File: src/rtl/vpu_pkg.sv
// Shared definitions for the CPU/VPU memory bus arbiter.
package vpu_pkg;

  // Bus ownership phases; encodings kept identical to the legacy values.
  typedef enum logic [1:0] {
    ST_IDLE     = 2'd0,
    ST_HALT_REQ = 2'd1,
    ST_VPU_OWN  = 2'd2,
    ST_RELEASE  = 2'd3
  } arb_state_t;

  // Default cycles to wait for cpu_ba before forcing the grant.
  localparam int unsigned BA_TIMEOUT_DEF = 8;

  // Default width of the stolen-cycle counter.
  localparam int unsigned CNT_W_DEF = 16;

endpackage

File: src/rtl/vram_bus_arbiter.sv
// Shares the 64K system memory bus between the CPU and the video DMA engine.
// The VPU requests the bus with vpu_hold; the CPU is halted, and the bus is
// handed over once the CPU reports bus-available (or after a timeout).
// A mandatory dead cycle separates VPU ownership from CPU ownership.
module vram_bus_arbiter
  import vpu_pkg::*;
#(
  parameter int unsigned BA_TIMEOUT = BA_TIMEOUT_DEF,
  parameter int unsigned CNT_W      = CNT_W_DEF
) (
  input  logic             clk,
  input  logic             rst,
  input  logic [15:0]      cpu_addr,
  input  logic [7:0]       cpu_dout,
  output logic [7:0]       cpu_din,
  input  logic             cpu_rw,
  input  logic             cpu_vma,
  output logic             cpu_halt,
  input  logic             cpu_ba,
  input  logic             vpu_hold,
  input  logic [15:0]      vpu_addr,
  input  logic             vpu_vramcs,
  output logic             vpu_grant,
  output logic [7:0]       vpu_data,
  output logic [15:0]      mem_addr,
  output logic [7:0]       mem_dout,
  input  logic [7:0]       mem_din,
  output logic             mem_cs,
  output logic             mem_we,
  input  logic             clr_stats,
  output logic [CNT_W-1:0] stolen_cnt,
  output logic             ba_timeout
);

  localparam int unsigned TMR_W = $clog2(BA_TIMEOUT);
  localparam logic [TMR_W-1:0] TMR_LAST = TMR_W'(BA_TIMEOUT - 1);

  arb_state_t       state;
  arb_state_t       state_nxt;
  logic [TMR_W-1:0] timer;
  logic [TMR_W-1:0] timer_nxt;
  logic             force_grant;

  // State and bus-available wait timer registers.
  always_ff @(posedge clk or negedge rst) begin
    if (!rst) begin
      state <= ST_IDLE;
      timer <= '0;
    end else begin
      state <= state_nxt;
      timer <= timer_nxt;
    end
  end

  // Next-state logic: request, wait for cpu_ba (or time out), own, release.
  always_comb begin
    state_nxt   = state;
    timer_nxt   = timer;
    force_grant = 1'b0;
    case (state)
      ST_IDLE: begin
        if (vpu_hold) begin
          state_nxt = ST_HALT_REQ;
          timer_nxt = '0;
        end
      end
      ST_HALT_REQ: begin
        if (!vpu_hold) begin
          state_nxt = ST_RELEASE;
        end else if (cpu_ba) begin
          state_nxt = ST_VPU_OWN;
        end else if (timer == TMR_LAST) begin
          state_nxt   = ST_VPU_OWN;
          force_grant = 1'b1;
        end else begin
          timer_nxt = timer + TMR_W'(1);
        end
      end
      ST_VPU_OWN: begin
        if (!vpu_hold) begin
          state_nxt = ST_RELEASE;
        end
      end
      ST_RELEASE: begin
        state_nxt = ST_IDLE;
      end
      default: begin
        state_nxt = ST_IDLE;
      end
    endcase
  end

  // Owner mux and handshake outputs. cpu_halt/vpu_grant are decoded from the
  // state register, which gives the same timing as the legacy registered
  // flags and drops cpu_halt during the dead cycle and on async reset.
  always_comb begin
    cpu_halt  = (state == ST_HALT_REQ) || (state == ST_VPU_OWN);
    vpu_grant = (state == ST_VPU_OWN);
    mem_addr  = cpu_addr;
    mem_cs    = cpu_vma;
    mem_we    = cpu_vma & ~cpu_rw;
    mem_dout  = cpu_dout;
    case (state)
      ST_VPU_OWN: begin
        mem_addr = vpu_addr;
        mem_cs   = vpu_vramcs;
        mem_we   = 1'b0;
        mem_dout = '0;
      end
      ST_RELEASE: begin
        mem_addr = vpu_addr;
        mem_cs   = 1'b0;
        mem_we   = 1'b0;
        mem_dout = '0;
      end
      default: begin
      end
    endcase
  end

  assign cpu_din = mem_din;

  // Fetch data capture and diagnostic counters; clr_stats beats any update.
  always_ff @(posedge clk or negedge rst) begin
    if (!rst) begin
      vpu_data   <= '0;
      stolen_cnt <= '0;
      ba_timeout <= 1'b0;
    end else begin
      if ((state == ST_VPU_OWN) && vpu_vramcs) begin
        vpu_data <= mem_din;
      end
      if (clr_stats) begin
        stolen_cnt <= '0;
        ba_timeout <= 1'b0;
      end else begin
        if ((state == ST_VPU_OWN) && (stolen_cnt != '1)) begin
          stolen_cnt <= stolen_cnt + CNT_W'(1);
        end
        if (force_grant) begin
          ba_timeout <= 1'b1;
        end
      end
    end
  end

endmodule

File: config.mk
export PLATFORM = sky130hd
export DESIGN_NAME = vram_bus_arbiter
export DESIGN_NICKNAME = d
export VERILOG_FILES = /design/src/rtl/vpu_pkg.sv /design/src/rtl/vram_bus_arbiter.sv
export SDC_FILE = /design/constraint.sdc
export NUM_CORES = 1
export LEC_CHECK = 0
export ABC_AREA = 1
export BUFFER_PORTS_ARGS = -buffer_cell sky130_fd_sc_hd__buf_4
export CAP_MARGIN = 25
export CORE_MARGIN = 5
export CORE_UTILIZATION = 24
export CTS_BUF_LIST = sky130_fd_sc_hd__clkbuf_8
export DETAILED_ROUTE_END_ITERATION = 7
export HOLD_SLACK_MARGIN = 0.03
export MAX_ROUTING_LAYER = met4
export PLACE_DENSITY = 0.62
export SYNTH_ARGS = -nofsm -noshare
export SYNTH_HDL_FRONTEND = slang
export SYNTH_SLANG_ARGS = --single-unit
File: constraint.sdc
create_clock -name clk -period 1.65 [get_ports clk]
set_input_delay 0 -clock clk [delete_from_list [all_inputs] [get_ports clk]]
set_output_delay 0 -clock clk [all_outputs]
set_load 0.02 [all_outputs]
==> key figures, run 1 <==
Worst setup path
  – Type of destination of the critical path: output pin
  – Reg2reg end: timer[1]$_DFFE_PN0P_
  – Worst EP arrival: 1.57 ns
  – CP Max Fanout: 8
  – Crit path buf inv count: 3
  – Critical path class: flop to output pin
  – Reg2Reg Depth: 7
  – CP most frequent cell: nand2_1
  – Crit-path leading delay family: flip-flops
  – R2r startpoint: timer[0]$_DFFE_PN0P_
  – CP max-delay cell: dfrtp_2
  – CP required: 1.65 ns
  – Sequence of cells on the critical path: ha_4 -> nor2_4 -> buf_12 -> clkbuf_16 -> nand2_1 -> nand2_1 -> buf_6
  – Worst path max stage delay: 0.45 ns
  – Crit path launch type: flop
  – Reg2reg setup slack: 0.13 ns
  – CP Depth: 7

Job
  – Max cap viols: 0

Global route
  – All-Layer GR Usage: 0.1284
  – Initial antenna violation count: 0
  – First-pass GRT wire length: 10340 um
  – Vias in the first global route: 2254
  – Largest net degree at the start of global routing: 31
  – GRT Residual Overflow: 0

Final layout
  – Fin area: 3398 um2
  – Area grow syn2layout: 68.17%
  – Multi-input logic area: 1112 um2
  – Layout net count: 484
  – Layout Cells excl Fill: 526
  – ANT cells: 0
  – Reg area: 754.5 um2
  – Fraction of layout cells with a size suffix above 1: 0.4252
  – Fillers: 803

Route
  – DRC: 0
  – Post-route ant nets: 0
  – Via-per-instance ratio: 4.414
  – WL final: 6868 um
  – Via count: 2322
  – 1st-iter DRT viols: 53
  – First-pass detailed-route iteration total: 4
  – WL/cell: 13.06 um

Synth
  – Synth top area cells: dfrtp_1 (37%), nand2_1 (19%), nor2_1 (5.4%), nand3_1 (5.2%), inv_1 (5.0%)
  – Post-synth EDFFs: 0
  – Sequential fraction of the synthesis area: 0.3715
  – Synth top area share: 0.3715
  – Synth warn: 0
  – Syn Area/Cell: 7.115 um2
  – Yosys reg bits: 30
  – Syn nets: 348
  – Synth Cell Area: 2021 um2
  – Count leader, synth: nand2_1
  – Mapped Cells: 284
  – Leading area contributor after synthesis: dfrtp_1
  – Synth Flop Type: dfrtp_1
  – Async SR Flop Fraction: 1.000
  – Commonest cells post-synth: nand2_1 (102), dfrtp_1 (30), nor2_1 (29)
  – Distinct cells, synth: 30

Outcome
  – Outcome: completed

STA
  – Min Tclk post-route: 1.571 ns
  – Final hold violation count: 0
  – Period utilization: 0.9521
  – Setup violators final: 0
  – Slew at the pin with the worst max-slew slack: 0.3875 ns
  – Max Freq: 636.5 MHz
  – Slew headroom: 0.7417
  – Total Neg Setup Slack: 0 ns
  – RSZ-0062 raised after global routing: yes
  – Count of pins over their slew limit: 0
  – Clock Skew: 0.006760 ns

Die
  – I/O pin total: 117
  – Core box area: 8217 um2
  – Die width: 101.8 um
  – Vert. Die Dim: 101.8 um
  – Row count: 33
  – Initial Utilization: 0.2459
  – Die ar.: 10360 um2

CTS
  – CTS tree: done
  – CTS Buffer Depth: 2
  – Skew-Pair Late Insertion Delay: 0.29 ns
  – Clock root cell: clkbuf_8
  – Htree depth: 2
  – Total CTS buffers: 5
  – CTS clk-pin slew, worst paths: 0.07 ns
  – Clock sink count: 30

Placed design
  – Cells after DPL: 502
  – Dpl hpwl: 5101 um
  – Post-Place Cell Area: 3023 um2
  – PortBufs: 116
  – RD Place Congestion: 0.8682

Pwr
  – VDD IR-drop max: 0.5224 mV
  – Total power: 5.286 mW
  – Power per cell area: 1555 nW/um2
  – P_leak: 1.771 nW

Worst hold path
  – Min-Delay Startpoint: clr_stats
  – Hold Path Depth: 4
  – Hold WC Path Type: input pin to flop
  – Worst Hold End: stolen_cnt[4]$_DFFE_PN0P_
cell usage in the layout, fill, tap and decap left out, drive strengths merged:
| cell type | instances |
|---|---|
| dfrtp | 30 |
| a21boi | 1 |
| clkbuf | 6 |
| clkinv | 3 |
| nand2 | 104 |
| ha | 8 |
| nor3 | 2 |
| nand4 | 6 |
| o22ai | 1 |
| a21oi | 9 |
| o21ai | 6 |
| mux2 | 8 |
| bufinv | 1 |
| inv | 33 |
| mux2i | 1 |
| o21a | 1 |
| nand3b | 2 |
| nor4 | 1 |
| nor2 | 33 |
| or2 | 1 |
| dlygate4sd3 | 10 |
| buf | 130 |
| xnor2 | 3 |
| nand3 | 21 |
final cells by class:
type,instances,share of cell area
Timing Repair Buffer,141,0.3387
Timing Repair inverter,1,0.001841
Multi-Input combinational cell,208,0.3273
Tap cell,105,0.03866
Sequential cell,30,0.2220
Clock inverter,3,0.01178
Clock buffer,5,0.02025
Inverter,33,0.03940
where the power goes:
part / switching, mW / leakage, nW / internal [mW]
logic: 1.92 / 1.32 / 1.59
clock network: 0.300 / 0.0579 / 0.444
registers: 0.117 / 0.391 / 0.913
metrics by stage:
step | setup WS (ns) | hold WS [ns] | utilization
after floorplan | 0.008990 | -0.2956 | -
after CTS | 0.02628 | 0.03478 | 0.3953
after global routing | -0.05217 | 0.04372 | 0.4136
final | 0.07901 | 0.03911 | 0.4136
after detailed placement | 0.09628 | -0.03803 | 0.3679
after global placement | 0.1399 | -0.04130 | 0.3679
worst min-delay path, delay by kind of cell:
kind | cells | cell delay (ns)
simple gates | 3 | 0.15
buf+inv | 1 | 0.13
sequential cells by signal, summed over array words and instances, names as in the netlist:
signal,cells
timer,3
vpu_data,8
stolen_cnt,16
state,2
ba_timeout,1
kinds of logic after synthesis:
logic type | count (synthesis) | synth area share
AO/OA/AOI/OAI | 18 | 0.05325
XOR/XNOR | 3 | 0.01301
adder cells (fa/ha/maj) | 8 | 0.04954
buffers and inverters | 46 | 0.1046
flip-flops | 30 | 0.3715
multiplexers | 9 | 0.04954
AND/OR/NAND/NOR | 170 | 0.3585
metal layers:
metal | part of all wire | up-vias | wire length, um | track usage
met4 | 0.0090 | 0 | 62 | 0.03988
met5 | 0 | - | 0 | -
met3 | 0.11 | 5 | 783 | 0.03719
met2 | 0.48 | 103 | 3330 | 0.2188
li1 | - | 1162 | - | -
met1 | 0.39 | 1052 | 2691 | 0.1451
worst max-delay path by stage:
stage / from / end
6_report: state[1]$_DFFE_PN0P_ / mem_addr[3]
5_1_grt: timer[0]$_DFFE_PN0P_ / timer[1]$_DFFE_PN0P_
4_1_cts: state[0]$_DFFE_PN0P_ / mem_addr[13]
3_5_place_dp: stolen_cnt[0]$_DFFE_PN0P_ / stolen_cnt[11]$_DFFE_PN0P_
3_3_place_gp: state[0]$_DFFE_PN0P_ / vpu_data[0]$_DFFE_PN0P_
2_1_floorplan: stolen_cnt[1]$_DFFE_PN0P_ / stolen_cnt[15]$_DFFE_PN0P_
what timing repair did:
action                                  CTS  global route
resized for setup                         6            26
endpoints found under the setup margin   26            34
cloned                                    0             2
hold buffers                             10             0
endpoints found under the hold margin    39             0
pin swaps                                 0            10
buffers inserted                          0             4
Power figures use the tool's default switching activity.
==> run 2: changes to the inputs <==
CORE_MARGIN = default   (was 5)
==> key figures, run 2 (synthesis results as in run 1) <==
Worst setup path
  – Sequence of cells on the critical path: buf_6 -> ha_4 -> nor2_4 -> buf_12 -> inv_8 -> nor3_4 -> buf_6
  – Worst EP arrival: 1.66 ns
  – Critical path class: flop to output pin
  – Crit path launch type: flop
  – Reg2reg setup slack: 0.08 ns
  – CP Max Fanout: 13
  – CP max-delay cell: dfrtp_1
  – CP required: 1.65 ns
  – Type of destination of the critical path: output pin
  – CP most frequent cell: buf_6
  – Worst path max stage delay: 0.43 ns

STA
  – Min Tclk post-route: 1.660 ns
  – RSZ-0062 raised after global routing: yes
  – Clock Skew: 0.008706 ns
  – Period utilization: 1.006
  – Final hold violation count: 0
  – Final setup margin: -0.01012 ns
  – Hold slack: 0.04270 ns
  – Slew at the pin with the worst max-slew slack: 0.4198 ns
  – Max Freq: 602.4 MHz
  – Slew headroom: 0.7194
  – Setup violators final: 5
  – Count of pins over their slew limit: 0

Die
  – I/O pin total: 117
  – Die ar.: 8791 um2
  – Vert. Die Dim: 93.76 um
  – Die width: 93.76 um
  – Initial Utilization: 0.2472
  – Row count: 33
  – Core box area: 8175 um2

CTS
  – CTS tree: done
  – Skew-Pair Late Insertion Delay: 0.29 ns
  – Total CTS buffers: 5
  – CTS Buffer Depth: 2
  – Clock sink count: 30
  – Htree depth: 2
  – CTS clk-pin slew, worst paths: 0.06 ns
  – Clock root cell: clkbuf_8

Final layout
  – Biggest register: stolen_cnt
  – ANT cells: 0
  – Largest registers: stolen_cnt x16, vpu_data x8, timer x3
  – Leading cell type in the layout, fill and taps excluded: buf_4
  – Area grow syn2layout: 79.19%
  – Layout net count: 491
  – Fillers: 780
  – Max reg flops: 16
  – Commonest cells after routing, fill and taps aside: buf_4 (110), nand2_1 (97), dfrtp_1 (29)
  – Fraction of layout cells with a size suffix above 1: 0.4533
  – Multi-input logic area: 1192 um2
  – Reg area: 752.0 um2
  – Layout Cells excl Fill: 533
  – Util after Layout: 0.4429

Global route
  – Largest net degree at the start of global routing: 31
  – Initial antenna violation count: 0
  – First-pass GRT wire length: 9784 um
  – GRT Residual Overflow: 0
  – All-Layer GR Usage: 0.1472
  – Vias in the first global route: 2119

Worst hold path
  – Hold WC Path Type: input pin to flop

Pwr
  – VDD IR-drop max: 0.5741 mV
  – P_leak: 1.837 nW
  – Power per cell area: 1596 nW/um2
  – Total power: 5.779 mW

Placed design
  – Pre-CTS setup slack: -0.1011 ns
  – PortBufs: 116
  – Cells after DPL: 508
  – Dpl hpwl: 4954 um
  – RD Place Congestion: 0.8206

Route
  – WL final: 6742 um
  – Post-route ant nets: 0
  – Via-per-instance ratio: 4.428
  – WL/cell: 12.65 um
  – DRC: 0
  – First-pass detailed-route iteration total: 5
  – 1st-iter DRT viols: 99
  – Via count: 2360

Outcome
  – Outcome: finished, violations left
  – Violated checks: negative setup slack

Job
  – Max cap viols: 0
-- run 2: cell types whose count changed in the layout (fill, tap and decap cells not counted), moves of 2 or more --
cell	change
nand2_2	-2
nor2_4	+6
nand2_1	+2
nor2_1	-9
dfrtp_2	-2
ha_4	+2
dfrtp_1	+2
nor2_2	+3
buf_6	+18
clkinv_2	-2
buf_4	-10
-- run 2: area by class of cell --
| type | instances | share of cell area |
|---|---|---|
| clock inverter | 2 | 0.01659 |
| timing repair buffer | 148 | 0.3462 |
| clock buffer | 6 | 0.02281 |
| sequential | 30 | 0.2077 |
| multi-input combinational | 208 | 0.3293 |
| tap | 105 | 0.03628 |
| timing repair inverter | 1 | 0.003110 |
| inverter | 33 | 0.03801 |
-- run 2: critical path, delay by kind of cell, from the launching register on --
kind                       cells  cell delay (ns)
adders and majority gates      1             0.16
buffers and inverters          4             0.48
DFF                            1             0.43
and+or+nand+nor                2             0.31
-- run 2: worst paths after layout --
kind / startpoint / endpoint / cells after the start
worst max-delay path: state[1]$_DFFE_PN0P_ / mem_we / 7
worst min-delay path: cpu_ba / ba_timeout$_DFFE_PN0P_ / 3
worst max register to register: state[1]$_DFFE_PN0P_ / vpu_data[2]$_DFFE_PN0P_ / 4
worst min register to register: timer[0]$_DFFE_PN0P_ / timer[0]$_DFFE_PN0P_ / 1
max in group asynchronous: rst / stolen_cnt[0]$_DFFE_PN0P_ / 2
min in group asynchronous: rst / stolen_cnt[9]$_DFFE_PN0P_ / 2
-- run 2: routing by layer --
layer | GRT usage | routed length, um | up-vias
met2 | 0.2713 | 3485 | 94
met5 | - | 0 | -
met1 | 0.1570 | 2634 | 1089
met4 | 0.03462 | 56 | 0
met3 | 0.03722 | 567 | 6
li1 | - | - | 1171
-- run 2: through the flow --
stage / TNS (ns) / cell area, um2
floorplan: 0 / 2032
global placement: -0.1333 / 3068
detailed placement: -0.6950 / 3068
CTS: -0.2808 / 3422
global route: -1.508 / 3621
finish: -0.03326 / 3621
-- run 2: what timing repair did --
action | 4_1_cts | 5_1_grt
gates cloned | 1 | 0
endpoints found under the setup margin | 35 | 44
buffers inserted | 4 | 2
pin swaps | 1 | 6
hold buffers | 10 | 0
resized for setup | 18 | 50
endpoints found under the hold margin | 42 | 0
-- run 2: power breakdown --
group	leakage (nW)	switching (mW)	internal, mW	total, mW
combinational	1.37	2.08	1.74	3.82
clock	0.0714	0.294	0.644	0.938
sequential	0.394	0.106	0.911	1.02
total	1.84	2.48	3.29	5.78
==> run 3: changes to the inputs <==
CAP_MARGIN = 20   (was 25)
GPL_TIMING_DRIVEN = 0   (was default)
SLEW_MARGIN = 20   (was default)
==> key figures, run 3 (synthesis results as in run 1) <==
Global route
  – Grt met2 use: 0.2725
  – Grt met3 use: 0.03722
  – First-pass GRT wire length: 9653 um
  – Busiest grt layer: met2
  – GRT Residual Overflow: 0
  – Largest net degree at the start of global routing: 31
  – All-Layer GR Usage: 0.1458
  – M1 GR Usage: 0.1477
  – Vias in the first global route: 2114
  – Initial antenna violation count: 0

STA
  – Slew headroom: 0.6829
  – Max Freq: 624.9 MHz
  – Hold slack: 0.04369 ns
  – Clock Skew: 0.003314 ns
  – RSZ-0062 raised after global routing: yes
  – Min Tclk post-route: 1.600 ns
  – Period utilization: 0.9698
  – Slew at the pin with the worst max-slew slack: 0.4756 ns
  – Setup violators final: 0
  – Count of pins over their slew limit: 0
  – Final hold violation count: 0

Final layout
  – Layout net count: 494
  – Multi-input logic area: 1134 um2
  – Leading cell type in the layout, fill and taps excluded: buf_4
  – Max reg flops: 16
  – Area grow syn2layout: 71.58%
  – Layout Cells excl Fill: 536
  – Fraction of layout cells with a size suffix above 1: 0.4432
  – Commonest cells after routing, fill and taps aside: buf_4 (130), nand2_1 (99), dfrtp_1 (27)
  – Biggest register: stolen_cnt
  – Fillers: 820
  – ANT cells: 0
  – Reg area: 754.5 um2
  – Largest registers: stolen_cnt x16, vpu_data x8, timer x3

CTS
  – Skew-Pair Late Insertion Delay: 0.28 ns
  – CTS Buffer Depth: 2
  – Htree depth: 2
  – CTS clk-pin slew, worst paths: 0.06 ns
  – Total CTS buffers: 5
  – Clock root cell: clkbuf_8
  – Clock sink count: 30
  – CTS tree: done

Pwr
  – Total power: 5.295 mW
  – VDD IR-drop max: 0.3435 mV
  – P_leak: 1.806 nW
  – Power per cell area: 1527 nW/um2

Die
  – Core box area: 8175 um2
  – Vert. Die Dim: 93.76 um
  – Die width: 93.76 um
  – Initial Utilization: 0.2472
  – Row count: 33
  – I/O pin total: 117
  – Die ar.: 8791 um2

Job
  – Max cap viols: 0

Worst setup path
  – CP Max Fanout: 4
  – Crit path launch type: flop
  – Worst EP arrival: 1.60 ns
  – CP required: 1.65 ns
  – Type of destination of the critical path: output pin
  – Critical path class: flop to output pin

Route
  – Via count: 2334
  – Via-per-instance ratio: 4.354
  – First-pass detailed-route iteration total: 4
  – WL/cell: 12.38 um
  – WL final: 6635 um
  – Post-route ant nets: 0
  – 1st-iter DRT viols: 68
  – DRC: 0

Placed design
  – Cells after DPL: 505
  – RD Place Congestion: 0.8189
  – Dpl hpwl: 4950 um
  – PortBufs: 116

Worst hold path
  – Hold WC Path Type: input pin to flop

Outcome
  – Outcome: completed
run 3: routing by layer:
layer  wire length, um  part of all wire
met3               513             0.077
met2              3401              0.51
met5                 0                 0
met1              2618              0.39
met4               102             0.015
run 3: metrics by stage:
step                      cell area [um2]    util  setup TNS, ns  setup slack, ns
after global placement               3034  0.3711         -2.068          -0.1849
after detailed placement             3034  0.3711         -2.894          -0.1672
after CTS                            3318  0.4059              0         0.002127
final                                3467  0.4241              0          0.04982
after floorplan                      2032       -              0         0.008990
after global routing                 3467  0.4241        -0.1826         -0.04374
run 3: area by class of cell:
cell class	count	area share
Buffer	13	0.03248
Inverter	33	0.03717
Clock buffer	5	0.01985
Multi-Input combinational cell	209	0.3270
Tap cell	105	0.03789
Timing Repair Buffer	138	0.3165
Clock inverter	3	0.01155
Sequential cell	30	0.2176
run 3: final timing paths:
kind	startpoint	end	slack, ns	depth (start not counted)
setup / recovery	state[1]$_DFFE_PN0P_	mem_addr[3]	0.05	7
max in group asynchronous	rst	state[1]$_DFFE_PN0P_	1.16	2
hold reg to reg	timer[0]$_DFFE_PN0P_	timer[0]$_DFFE_PN0P_	0.48	1
hold / removal	cpu_ba	ba_timeout$_DFFE_PN0P_	0.04	3
min in group asynchronous	rst	stolen_cnt[11]$_DFFE_PN0P_	0.18	2
setup reg to reg	stolen_cnt[1]$_DFFE_PN0P_	stolen_cnt[12]$_DFFE_PN0P_	0.12	9
run 3: repair_timing:
action | CTS | global route
pin swaps | 2 | 5
resized for setup | 17 | 23
hold buffers | 9 | 0
endpoints found under the hold margin | 38 | 0
buffers inserted | 4 | 9
setup endpoints to repair | 39 | 37
cloned | 0 | 1
run 3: critical path, stage by stage, from the launching register on:
cell,delay [ns]
dfrtp_2,0.44
ha_2,0.20
nor2_4,0.17
buf_4,0.13
buf_4,0.11
nand2_1,0.05
nand2_1,0.08
buf_6,0.12
run 3: report_power, final:
| part | total (mW) | switching (mW) | internal [mW] |
|---|---|---|---|
| registers | 1.03 | 0.113 | 0.913 |
| logic | 3.53 | 1.92 | 1.61 |
| clock network | 0.740 | 0.296 | 0.444 |
| total | 5.29 | 2.33 | 2.97 |
